## config.mk

```make
export PLATFORM = sky130hd
export DESIGN_NAME = jtframe_rst_seq
export DESIGN_NICKNAME = d
export VERILOG_FILES = /design/src/rtl/jtframe_rst_seq.sv
export SDC_FILE = /design/constraint.sdc
export NUM_CORES = 1
export LEC_CHECK = 0
export CORE_ASPECT_RATIO = 1.2
export CORE_MARGIN = 3
export CORE_UTILIZATION = 30
export CTS_BUF_LIST = sky130_fd_sc_hd__clkbuf_2
export DETAILED_ROUTE_END_ITERATION = 8
export SYNTH_ARGS = -nofsm -noshare
export SYNTH_HDL_FRONTEND = slang
export SYNTH_SLANG_ARGS = --single-unit
export TNS_END_PERCENT = 20
```

## constraint.sdc

```tcl
create_clock -name clk -period 4.5 [get_ports clk]
set_clock_uncertainty 0.05 [all_clocks]
set_input_delay 0.9 -clock clk [delete_from_list [all_inputs] [get_ports clk]]
set_output_delay 0.9 -clock clk [all_outputs]
set_load 0.02 [all_outputs]
```

## src/rtl/jtframe_rst_seq.sv

```systemverilog
// Reset sequencer: waits for a stable PLL lock, then releases the per-domain resets one
// after another. It re-enters the sequence on lock loss, soft reset requests or lock timeout.
//
// state     | meaning
// WAIT_LOCK | all resets held; counting stable lock cycles and total time in state
// PLL_RST   | pll_rst pulsed for PLLRST_CYC cycles
// RELEASE   | channels released one by one, STAGGER cycles apart
// HOLD      | soft reset held for at least MIN_HOLD cycles and until rst_req drops
// RUN       | all domains out of reset
module jtframe_rst_seq #(
    parameter int CHANNELS    = 3,
    parameter int LOCK_STABLE = 255,
    parameter int PLLRST_CYC  = 255,
    parameter int STAGGER     = 16,
    parameter int TIMEOUT     = 65535,
    parameter int MIN_HOLD    = 8
) (
    input  logic                clk,
    input  logic                rst_n,
    input  logic                pll_locked,
    input  logic                rst_req,
    output logic                pll_rst,
    output logic [CHANNELS-1:0] rst_out,
    output logic [CHANNELS-1:0] rst_out_n,
    output logic                busy,
    output logic                relock_err
);

    localparam int REL_SPAN = (CHANNELS - 1) * STAGGER;
    localparam int MAX_A    = (TIMEOUT > PLLRST_CYC) ? TIMEOUT : PLLRST_CYC;
    localparam int MAX_B    = (LOCK_STABLE > REL_SPAN) ? LOCK_STABLE : REL_SPAN;
    localparam int MAX_C    = (MAX_A > MAX_B) ? MAX_A : MAX_B;
    localparam int MAXV     = (MAX_C > MIN_HOLD) ? MAX_C : MIN_HOLD;
    localparam int CW       = (MAXV < 1) ? 1 : $clog2(MAXV + 1);

    // Terminal-count values: the transition happens on the edge ending the cycle at *_LAST.
    localparam logic [CW-1:0] LS_LAST  = CW'((LOCK_STABLE < 1) ? 0 : LOCK_STABLE - 1);
    localparam logic [CW-1:0] TO_LAST  = CW'((TIMEOUT < 1) ? 0 : TIMEOUT - 1);
    localparam logic [CW-1:0] PR_LAST  = CW'((PLLRST_CYC < 1) ? 0 : PLLRST_CYC - 1);
    localparam logic [CW-1:0] MH_LAST  = CW'((MIN_HOLD < 1) ? 0 : MIN_HOLD - 1);
    localparam logic [CW-1:0] REL_LAST = CW'(REL_SPAN);

    typedef enum logic [2:0] {
        S_WAIT_LOCK,
        S_PLL_RST,
        S_RELEASE,
        S_HOLD,
        S_RUN
    } state_t;

    state_t                state_q, state_d;
    logic [CW-1:0]         cnt_q, cnt_d;
    logic [CW-1:0]         tot_q, tot_d;
    logic                  sync1_q, lk_q, lkd_q;
    logic                  pll_rst_q, pll_rst_d;
    logic [CHANNELS-1:0]   rst_out_q, rst_out_d;
    logic [CHANNELS-1:0]   rst_out_n_q;
    logic                  busy_q, busy_d;
    logic                  relock_err_q, relock_err_d;
    logic                  lock_loss;

    assign lock_loss = lkd_q & ~lk_q;

    always_comb begin
        state_d      = state_q;
        cnt_d        = cnt_q;
        tot_d        = tot_q;
        pll_rst_d    = pll_rst_q;
        rst_out_d    = rst_out_q;
        relock_err_d = relock_err_q;
        case (state_q)
            S_WAIT_LOCK: begin
                rst_out_d = '1;
                pll_rst_d = 1'b0;
                tot_d     = tot_q + 1'b1;
                cnt_d     = lk_q ? cnt_q + 1'b1 : '0;
                if (lk_q && cnt_q == LS_LAST) begin
                    state_d = S_RELEASE;
                    cnt_d   = '0;
                    tot_d   = '0;
                end else if (tot_q == TO_LAST) begin
                    state_d      = S_PLL_RST;
                    pll_rst_d    = 1'b1;
                    relock_err_d = 1'b1;
                    cnt_d        = '0;
                    tot_d        = '0;
                end
            end
            S_PLL_RST: begin
                rst_out_d = '1;
                if (cnt_q == PR_LAST) begin
                    state_d   = S_WAIT_LOCK;
                    pll_rst_d = 1'b0;
                    cnt_d     = '0;
                    tot_d     = '0;
                end else begin
                    cnt_d = cnt_q + 1'b1;
                end
            end
            S_RELEASE, S_RUN: begin
                if (lock_loss) begin
                    state_d   = S_PLL_RST;
                    rst_out_d = '1;
                    pll_rst_d = 1'b1;
                    cnt_d     = '0;
                end else if (rst_req) begin
                    state_d   = S_HOLD;
                    rst_out_d = '1;
                    cnt_d     = '0;
                end else if (state_q == S_RELEASE) begin
                    for (int k = 0; k < CHANNELS; k++) begin
                        if (int'(cnt_q) == k * STAGGER) rst_out_d[k] = 1'b0;
                    end
                    if (cnt_q == REL_LAST) state_d = S_RUN;
                    cnt_d = cnt_q + 1'b1;
                end else begin
                    rst_out_d = '0;
                end
            end
            S_HOLD: begin
                rst_out_d = '1;
                if (lock_loss) begin
                    state_d   = S_PLL_RST;
                    pll_rst_d = 1'b1;
                    cnt_d     = '0;
                end else if (cnt_q == MH_LAST && !rst_req) begin
                    state_d = S_RELEASE;
                    cnt_d   = '0;
                end else if (cnt_q != MH_LAST) begin
                    cnt_d = cnt_q + 1'b1;
                end
            end
            default: begin
                state_d   = S_WAIT_LOCK;
                rst_out_d = '1;
                pll_rst_d = 1'b0;
                cnt_d     = '0;
                tot_d     = '0;
            end
        endcase
        busy_d = (state_d != S_RUN);
    end

    always_ff @(posedge clk or negedge rst_n) begin
        if (!rst_n) begin
            state_q      <= S_WAIT_LOCK;
            cnt_q        <= '0;
            tot_q        <= '0;
            sync1_q      <= 1'b0;
            lk_q         <= 1'b0;
            lkd_q        <= 1'b0;
            pll_rst_q    <= 1'b0;
            rst_out_q    <= '1;
            rst_out_n_q  <= '0;
            busy_q       <= 1'b1;
            relock_err_q <= 1'b0;
        end else begin
            state_q      <= state_d;
            cnt_q        <= cnt_d;
            tot_q        <= tot_d;
            sync1_q      <= pll_locked;
            lk_q         <= sync1_q;
            lkd_q        <= lk_q;
            pll_rst_q    <= pll_rst_d;
            rst_out_q    <= rst_out_d;
            rst_out_n_q  <= ~rst_out_d;
            busy_q       <= busy_d;
            relock_err_q <= relock_err_d;
        end
    end

    assign pll_rst    = pll_rst_q;
    assign rst_out    = rst_out_q;
    assign rst_out_n  = rst_out_n_q;
    assign busy       = busy_q;
    assign relock_err = relock_err_q;

endmodule
```

## Word-level counts from Yosys, hierarchy flattened

Index checks and enable logic that the tools add are counted.

- Bits in read-only memories: 0
- Output and inout port bits: 9
- Memories: 0
- Bits in latches: 0
- Input port bits: 4
- Memory bits (writable): 0
- Flip-flop bits (word level): 47

- Bitwise logic cells: 5
- $lt $le $gt $ge: 0
- Add/subtract/negate cells: 2
- Shift operators: 0
- Muxes and demuxes: 37
- Multiply operators: 0
- Equal/unequal tests: 16
- Div/mod/pow operators: 0
- Reductions and logical operators: 11

Operator list:

| kind | count |
|---|---|
| 16-bit 2-to-1 mux | 13 |
| 16-bit one-hot mux with 4 select lines | 1 |
| 16-bit one-hot mux with 3 select lines | 1 |
| 3-bit 2-to-1 mux | 13 |
| 16-bit by 1-bit adder with 16-bit output, second input constant | 2 |
| 16-bit by 6-bit equality test with 1-bit output, second input constant | 2 |
| 16-bit equality test, second input constant | 1 |
| 16-bit by 3-bit equality test with 1-bit output, second input constant | 1 |
| 16-bit by 7-bit equality test with 1-bit output, second input constant | 1 |
| 16-bit by 8-bit equality test with 1-bit output, second input constant | 1 |
| 16-bit zero test | 1 |
| 16-bit by 3-bit != test with 1-bit output, second input constant | 1 |
| 3-bit one-hot mux with 4 select lines | 1 |
| 4-bit != test, second input constant | 2 |
| 1-bit 2-to-1 mux | 7 |
| 3-bit by 2-bit equality test with 1-bit output, second input constant | 2 |
| 2-bit AND reduction | 3 |
| 3-bit by 1-bit equality test with 1-bit output, second input constant | 1 |
| 3-bit equality test, second input constant | 1 |
| 3-bit zero test | 1 |
| 3-bit != test, second input constant | 1 |
| 1-bit inverter | 3 |
| 3-bit inverter | 1 |
| 1-bit one-hot mux with 3 select lines | 1 |
| other kinds (8) | 9 |

## Longest topological paths before layout

- Depth in word-level cells: 7
- Mapped depth: 9
- Mapped depth without buffers: 7

## Worst setup path before layout

OpenSTA, ideal clock, no wires.

- Path type: register -> register
- From: reg cnt_q[0]
- To: reg tot_q[5]
- Required time: 4.381 ns
- Slack: 2.406 ns
- Arrival: 1.975 ns
- Buffers on the path: 1
- Stages on the path, launching flop included: 9
- Setup time: 0.069 ns
- Cells stage by stage: dfrtp_1 -> inv_1 -> ha_1 -> and3_1 -> and4_1 -> buf_2 -> a211o_1 -> or4_1 -> nand3_1

- Word-level cells in the longest chain between the ends: 4
- Elaborated cells on any way between the ends: 6

RTL lines:

| element | RTL line | RTL |
|---|---|---|
| start, declared | 52 | `logic [CW-1:0] cnt_q, cnt_d;` |
| start signal, assigned | 159 | `cnt_q <= cnt_d;` |
| 16-bit by 8-bit equality test with 1-bit output * | 77, 91 |  |
| 1-bit logical AND | 77 | `if (lk_q && cnt_q == LS_LAST) begin` |
| 16-bit 2-to-1 mux | 77 |  |
| 16-bit one-hot mux with 3 select lines | 71 | `case (state_q)` |
| end signal, assigned | 160 | `tot_q <= tot_d;` |
| end, declared | 53 | `logic [CW-1:0] tot_q, tot_d;` |

Mark *: on every way between the ends. The rest lies on a longest branch, timed or not.
A chain may end at the register's enable or synchronous reset.

## Final worst setup path

- From: reg rst_out_q[1] (netlist: rst_out[1])
- To: out rst_out[1]

RTL lines:

| element | RTL line | RTL |
|---|---|---|
| start, declared | 56 | `logic [CHANNELS-1:0] rst_out_q, rst_out_d;` |
| start signal, assigned | 165 | `rst_out_q <= rst_out_d;` |
| end, declared | 23 | `output logic [CHANNELS-1:0] rst_out,` |

No word-level cell between the ends.

==> out/metrics.yaml <==
status: "finished, final reports clean"
crit_fanout: 3
gp_congestion: 0.777
core_um2: 8380
drc: 0
cp-start-kind: "flop"
path_buf_inv: 1
dieHeight_um: 109
synthFlopType: "dfrtp_1"
hold_viol: 0
p_leak_nw: 1.18
io_pins: 13
cts.hold.buffers_added: 0
detail_route.wirelength_mm: 5.42
fill_cells: 865
cp_data_required_time_ns: 3.55
die_w_um: 91.8
min_from: "sync1_q"
rr_startpoint: "cnt_q[0]"
min_period_ns: 2.57
powerDensity_nw_per_um2: 341
utilization: 0.343
syn_area_um2: 2650
worstHoldEndpoint: "lk_q"
cts_buffers: 5
nets: 293
dp_cells: 391
antenna_found_initial: 0
cp-end-kind: "output port"
wire_per_inst_um: 13.6
clk_pin_slew_ns: 0.25
io_buffers: 12
fp.dieArea_um2: 10000
num_antenna_cells: 0
slowest_stage: "dfstp_2"
fin_crit_sh: 0.571
layout_commonest_cell: "dfrtp_1"
synth.avg_cell_area_um2: 9.60
post-dp-hpwl_mm: 3.84
slew_violations: 0
fin_cells: 399
ctsResizeCount: 0
avgViaCountPerCell: 5.13
grt_pass1_wl_mm: 9.52
relSlewSlack: 0.309
grt.total_usage: 0.118
ant_nets: 0
r2r_slack_ns: 2.02
clk_latency_ns: 0.43
r2r-end: "tot_q[8]"
setup_viol: 0
vias: 2047
design_area_um2: 2880
clk_root_buffer_cell: "clkbuf_2"
cpLargestDelayFamily: "flip-flops"
critPathArrivalTime_ns: 1.62
netlist_instances: 276
synth_fp_nets: 285
initial_core_util: 0.316
grt_max_degree: 48
crit_type: "reg2out"
async_reset_ff_frac: 1.00
cts_tree: "yes"
cap_viol_max_count: 0
postCtsSetupBuffers: 0
rsz0062_at_grt: "no"
clockBufferDepth: 2
first_pass_iters: 4
area_delta_synth_final_pct: 8.50
place_area_um2: 2830
fin_setup_tns_ns: 0
first_iter_violations: 144
path_cells: "clkdlybuf4s50_1"
gr-total-overflow: 0
drive_gt1_frac: 0.105
clock-sinks: 47
synth-seq-area-share: 0.446
rows: 36
layout_common_cells: "dfrtp_1, nor2_1, nand2_1"
ir_worst_vdd_mv: 0.0953
worstHoldPathCells: 0
yosys_warnings: 0
h-tree-depth: 2
yosysUniqueCellTypes: 59
worstMarginPinSlew_ns: 1.04
fmax_mhz: 389
slowest_delay_ns: 0.60
rr_worst_depth: 7
synth-edff-count: 0
ys_seq_elements: 47
hp-class: "reg2reg"
grt_pass1_vias: 2004
[metal layers]
metal	GRT usage	up-vias	part of all wire
li1	-	1011	-
met1	0.149	994	0.46
met2	0.203	36	0.49
met3	0.0248	6	0.034
met4	0.0340	0	0.012
met5	0	-	0
[report_power, final]
group,internal [mW],leakage [nW],switching [mW],total [mW]
registers,0.469,0.617,0.0784,0.547
clock network,0.0401,0.0306,0.139,0.179
logic,0.106,0.530,0.147,0.253
[per-stage QoR]
stage	hold WS, ns	total power [mW]	worst slack [ns]
6_report	0.329	0.979	1.93
2_1_floorplan	0.281	0.727	2.41
5_1_grt	0.349	1.06	1.77
3_3_place_gp	0.291	0.803	1.80
4_1_cts	0.335	0.995	1.90
3_5_place_dp	0.289	0.810	1.78
[flip-flops by register name, summed over array words and instances, names as in the netlist]
| name | flops |
|---|---|
| cnt_q | 16 |
| tot_q | 16 |
| rst_out | 3 |
| rst_out_n | 3 |
| state_q | 3 |
| busy | 1 |
| lk_q | 1 |
| lkd_q | 1 |
| pll_rst | 1 |
| relock_err | 1 |
| sync1_q | 1 |
[how the worst max path moves through the flow]
stage / from / slack (ns) / end / depth (start not counted)
3_3_place_gp: rst_req / 1.80 / cnt_q[11] / 6
5_1_grt: cnt_q[0] / 1.77 / tot_q[8] / 7
4_1_cts: rst_out[1] / 1.90 / rst_out[1] / 1
6_report: rst_out[1] / 1.93 / rst_out[1] / 1
2_1_floorplan: cnt_q[0] / 2.41 / tot_q[5] / 8
3_5_place_dp: rst_req / 1.78 / cnt_q[11] / 6
[synth_stat cells (2+ instances only)]
library cell,n,area [µm²]
buf_2,3,15.0
o31ai_1,2,15.0
dfstp_2,4,105
nor2_1,30,113
a211oi_1,2,15.0
a21oi_1,8,40.0
buf_6,2,22.5
dfrtp_1,43,1080
nand2_1,19,71.3
ha_1,5,62.6
a211o_1,2,17.5
or4_1,3,22.5
nor4_4,2,42.5
nor2b_1,4,25.0
a31oi_1,2,12.5
o211ai_1,2,15.0
inv_1,12,45.0
xor2_1,10,87.6
nand4_1,12,75.1
nand2b_1,4,25.0
xnor2_1,12,105
o21ai_0,9,45.0
nor3_1,14,70.1
or3_1,8,50.1
buf_4,4,30.0
nor4_1,5,31.3
and3_1,5,31.3
nand3_1,16,80.1
a31o_2,2,17.5
[kinds of logic (layout without fill, tap and decap cells)]
| kind of cell | Yosys count | count (layout) | synth area share |
|---|---|---|---|
| xor+xnor | 22 | 22 | 0.0727 |
| simple gates | 134 | 134 | 0.283 |
| fa+ha+maj | 5 | 5 | 0.0236 |
| flops | 47 | 47 | 0.446 |
| compound gates | 45 | 45 | 0.129 |
| buf+inv | 23 | 32 | 0.0453 |
[layout make-up]
cell class	count	area, µm²	area share
tap	114	143	0.0496
inverter	12	45.0	0.0157
multi-input combinational	206	1350	0.469
sequential	47	1180	0.411
timing repair buffer	12	115	0.0400
clock buffer	6	30.0	0.0104
clock inverter	2	12.5	0.00435
(Power assumes the default switching activity.)
